[src/rtl/sr_lfsr_engine.sv]
// sr_lfsr_engine
//   Scrambles one data word from the DDR traffic generator. Each accepted
//   word receives STEPS bit-serial Galois LFSR steps:
//     x_next = {x[W-2:0],1'b0} ^ (x[W-1] ? POLY : 0)
//   The result appears on sr_dout, qualified by sr_done.
//
// Ports
//   clk        sole clock
//   rst        asynchronous reset, active low
//   sr_bypass  (SR_BYPASS_EN only) with sr_newd: skip the LFSR and pass sr_din through
//   sr_din     input word
//   sr_newd    input word valid, level sampled in IDLE/DONE
//   sr_dout    scrambled result, held until the next result is ready
//   sr_done    result valid (DONE state)
//   sr_busy    high while shifting
//   op_cnt     count of completed words, wraps
//
// Optional build macro: SR_BYPASS_EN adds the sr_bypass port.
module sr_lfsr_engine #(
  parameter int APP_DATA_WIDTH = 64,
  parameter int STEPS          = 8,
  parameter logic [APP_DATA_WIDTH-1:0] POLY = 'h1B
) (
  input  logic                      clk,
  input  logic                      rst,
`ifdef SR_BYPASS_EN
  input  logic                      sr_bypass,
`endif
  input  logic [APP_DATA_WIDTH-1:0] sr_din,
  input  logic                      sr_newd,
  output logic [APP_DATA_WIDTH-1:0] sr_dout,
  output logic                      sr_done,
  output logic                      sr_busy,
  output logic [15:0]               op_cnt
);

  localparam int CW = $clog2(STEPS + 1);

  typedef enum logic [1:0] {IDLE = 2'd0, SHIFT = 2'd1, DONE = 2'd2} state_t;

  state_t                    state, state_nxt;
  logic [APP_DATA_WIDTH-1:0] sreg;
  logic [CW-1:0]             cnt;
  logic                      accept, last_step, byp;

  function automatic logic [APP_DATA_WIDTH-1:0] lfsr_step(input logic [APP_DATA_WIDTH-1:0] x);
    lfsr_step = {x[APP_DATA_WIDTH-2:0], 1'b0} ^ (x[APP_DATA_WIDTH-1] ? POLY : '0);
  endfunction

`ifdef SR_BYPASS_EN
  assign byp = sr_bypass;
`else
  assign byp = 1'b0;
`endif

  // A new word may only be taken when not shifting; sr_newd is ignored in SHIFT.
  assign accept    = sr_newd && (state == IDLE || state == DONE);
  assign last_step = (cnt == CW'(STEPS - 1));

  // State register
  always_ff @(posedge clk or negedge rst) begin
    if (!rst) state <= IDLE;
    else      state <= state_nxt;
  end

  // Next-state logic
  always_comb begin
    state_nxt = state;
    case (state)
      IDLE, DONE: if (sr_newd) state_nxt = byp ? DONE : SHIFT;
      SHIFT:      if (last_step) state_nxt = DONE;
      default:    state_nxt = IDLE;
    endcase
  end

  // Outputs decoded from state
  always_comb begin
    sr_done = 1'b0;
    sr_busy = 1'b0;
    case (state)
      SHIFT:   sr_busy = 1'b1;
      DONE:    sr_done = 1'b1;
      default: ;
    endcase
  end

  // Datapath: shift register, step counter, result and completion count
  always_ff @(posedge clk or negedge rst) begin
    if (!rst) begin
      sreg    <= '0;
      cnt     <= '0;
      sr_dout <= '0;
      op_cnt  <= '0;
    end else if (accept) begin
      sreg <= sr_din;
      cnt  <= '0;
      if (byp) begin
        sr_dout <= sr_din;
        op_cnt  <= op_cnt + 16'd1;
      end
    end else if (state == SHIFT) begin
      sreg <= lfsr_step(sreg);
      cnt  <= cnt + CW'(1);
      // sr_dout only moves on entry to DONE, so the last result stays visible.
      if (last_step) begin
        sr_dout <= lfsr_step(sreg);
        op_cnt  <= op_cnt + 16'd1;
      end
    end
  end

endmodule

[config.mk]
export PLATFORM = sky130hd
export DESIGN_NAME = sr_lfsr_engine
export DESIGN_NICKNAME = d
export VERILOG_FILES = /design/src/rtl/sr_lfsr_engine.sv
export SDC_FILE = /design/constraint.sdc
export NUM_CORES = 1
export LEC_CHECK = 0
export CORE_UTILIZATION = 50
export CTS_CLUSTER_DIAMETER = 80
export DETAILED_ROUTE_END_ITERATION = 8
export GPL_TIMING_DRIVEN = 0
export PLACE_DENSITY = 0.8
export SYNTH_ARGS = -nofsm -noshare
export SYNTH_HDL_FRONTEND = slang
export SYNTH_SLANG_ARGS = --single-unit
[constraint.sdc]
create_clock -name clk -period 2.3 [get_ports clk]
set_clock_uncertainty 0.2 [all_clocks]
set_input_delay 0.23 -clock clk [delete_from_list [all_inputs] [get_ports clk]]
set_output_delay 0.23 -clock clk [all_outputs]
set_load 0.01 [all_outputs]
==> flow_summary.yaml <==
clock_tree:
  clk_latency_ns: 0.42
  cts.clk_slew.worst_paths_ns: 0.06
  clock-root-buffer: "clkbuf_16"
  numCtsBuffers: 17
  htreeDepth: 4
  cts_tree: "done"
  clock-sinks: 150
  clockBufferDepth: 2
job:
  maxCapViolCount: 0
global_route:
  grt_remaining_overflow: 0
  antenna_found_initial: 0
  track_usage: 0.244
  grt_pass1_wl_um: 23900
  grt_max_degree: 92
  grt_pass1_vias: 4727
worst_setup_path:
  cp_max_fo: 12
  path_cells: "nand2b_4, clkinv_2, clkdlybuf4s50_1"
  end_kind: "output port"
  r2r_cells: 5
  r2r_slack_ns: 0.31
  path_delay_family: "buffers and inverters"
  crit_path_max_incr_delay_ns: 0.55
  critPathLaunchType: "flop"
  critPathArrivalTime_ns: 1.76
  r2r_end: "sr_dout[37]"
  path_class: "flop to output port"
  path_buf_inv: 2
  r2r_start: "cnt[0]"
  crit_required_ns: 1.87
  slowest_stage: "clkdlybuf4s50_1"
yosys:
  synth_top_area_share: 0.606
  yosys_warnings: 0
  yosys-top-cells-area: "dfrtp_1 61%, mux2_2 10%, nand2_1 8.1%"
  synth_area_leader_cell: "dfrtp_1"
  synth_cells: 512
  synth_area_mm2: 0.00619
  ys_seq_area_frac: 0.606
  yosysUniqueCellTypes: 37
  synth_edf_count: 0
  avgSynthCellArea_um2: 12.1
  synth_seq_cells: 150
  synthFlopType: "dfrtp_1"
  synthTopCellsByCount: "150 x dfrtp_1, 133 x nand2_1, 60 x a22oi_1"
  synth.most_common_cell: "dfrtp_1"
  synth_nets: 581
  synthArstFlopShare: 1.00
routing:
  wl_um: 14600
  routed-via-count: 4559
  ant_nets: 0
  drt_iter0_drc: 354
  viasPerCell: 5.30
  drc: 0
  drt_pass1_iterations: 5
  wl_per_cell_um: 16.9
timing:
  fin_crit_sh: 0.954
  fmax_mhz: 456
  hold_violations: 0
  finalSetupViolCount: 0
  rsz0062_at_grt: "no"
  slew_headroom: 0.627
  tightest_slew_ns: 0.559
  drv_slew: 0
  finalWorstSetupSlack_ns: 0.106
  fin_crit_ns: 2.19
floorplan:
  fp-row-count: 40
  ios: 149
  die_area_mm2: 0.0128
  initial_core_util: 0.514
  die_y_um: 113
  die_w_um: 113
  core_mm2: 0.0121
power:
  ir_worst_vdd_uv: 684
  leakage_nw: 3.92
  power_density_mw_per_mm2: 1400
cells_and_area:
  final_util: 0.709
  fill_cells: 870
  regArea_mm2: 0.00375
  synthToLayoutAreaGrowth_pct: 38.0
  multi_input_comb_area_mm2: 0.00221
  num_antenna_cells: 0
  nNetsFinal: 749
  drive_above_1_share: 0.170
placement:
  io_buffers: 148
  dp_slack_ns: 0.141
  gp_congestion: 0.803
  dp_hpwl_um: 10000
worst_hold_path:
  hold_class: "input port to async pin"
outcome:
  outcome: "finished clean"
-- repair_timing --
action	in CTS	in global routing
hold buffers	1	0
cloned	0	0
endpoints found under the setup margin	1	1
setup buffers	0	0
gates resized for setup	1	1
hold endpoints to repair	59	0
-- metrics by stage --
step / cell area, µm² / setup TNS, ns / power, mW / std cells / hold slack, ns
5_1_grt: 8550 / 0 / 12.6 / 861 / 0.176
2_1_floorplan: 6190 / 0 / 7.00 / 512 / -0.266
3_3_place_gp: 7890 / -745.34 / 8.81 / 828 / 0.258
6_report: 8550 / 0 / 11.9 / 861 / 0.148
4_1_cts: 8550 / 0 / 12.0 / 861 / 0.161
3_5_place_dp: 7920 / 0 / 9.04 / 829 / 0.0366
-- worst max-delay path by stage --
stage / start / to / slack [ns] / cells after the start
2_1_floorplan: cnt[0] / sr_dout[29] / 0.54 / 5
3_3_place_gp: rst / sr_dout[35] / -4.98 / 1
3_5_place_dp: sr_newd / sreg[32] / 0.14 / 6
4_1_cts: state[1] / sr_busy / 0.04 / 3
5_1_grt: state[0] / sr_busy / 0.04 / 3
6_report: state[0] / sr_busy / 0.11 / 3
-- layer usage --
metal | vias to the layer above | track usage | routed length, µm
met5 | - | 0 | 0
met2 | 125 | 0.402 | 7390
li1 | 2107 | - | -
met3 | 21 | 0.0616 | 687
met1 | 2306 | 0.310 | 6250
met4 | 0 | 0.0939 | 240
-- worst reg2reg max path, delay by kind of cell (launching register included) --
family / cells / cell delay, ns
flip-flops: 1 / 0.40
AND/OR/NAND/NOR: 2 / 0.41
buffers and inverters: 1 / 0.21
multiplexers: 1 / 0.36
adder cells (fa/ha/maj): 1 / 0.30
-- state kept, by name, summed over array words and instances (netlist names) --
| register | flops |
|---|---|
| sreg | 64 |
| op_cnt | 16 |
| sr_dout | 64 |
| cnt | 4 |
| state | 2 |
-- layout make-up --
cell class                      count  share of cell area
Timing Repair Buffer              150               0.178
Inverter                            3             0.00146
Sequential cell                   150               0.439
Clock inverter                      8              0.0170
Buffer                             29              0.0246
Tap cell                          168              0.0246
Clock buffer                       24              0.0563
Multi-Input combinational cell    329               0.259
-- report_power, final --
| group | switching, mW | total, mW | leakage [nW] | internal, mW |
|---|---|---|---|---|
| Sequential | 0.805 | 4.62 | 1.88 | 3.81 |
| Clock | 1.03 | 2.93 | 0.300 | 1.90 |
| Combinational | 2.06 | 4.40 | 1.74 | 2.34 |
| Total | 3.90 | 11.9 | 3.92 | 8.05 |
-- cell families (layout without fill, tap and decap cells) --
family                   Yosys count  count (layout)  share of synthesized area
multiplexers                      63              63                      0.114
buffers and inverters             33             214                     0.0366
flip-flops                       150             150                      0.606
AND/OR/NAND/NOR                  169             169                      0.125
XOR/XNOR                          19              19                     0.0269
adder cells (fa/ha/maj)            2               2                    0.00404
AO/OA/AOI/OAI                     76              76                     0.0869
-- layout by cell type (no fill, tap or decap), types with 7 or more instances in the layout --
cell	instances
xnor2_1	13
buf_4	12
o21ai_0	7
nand2_1	133
clkbuf_1	11
clkdlybuf4s50_1	147
dfrtp_1	149
buf_6	8
mux2_2	56
clkbuf_16	17
nor2_1	12
a22oi_1	60
Power figures use the tool's default switching activity.
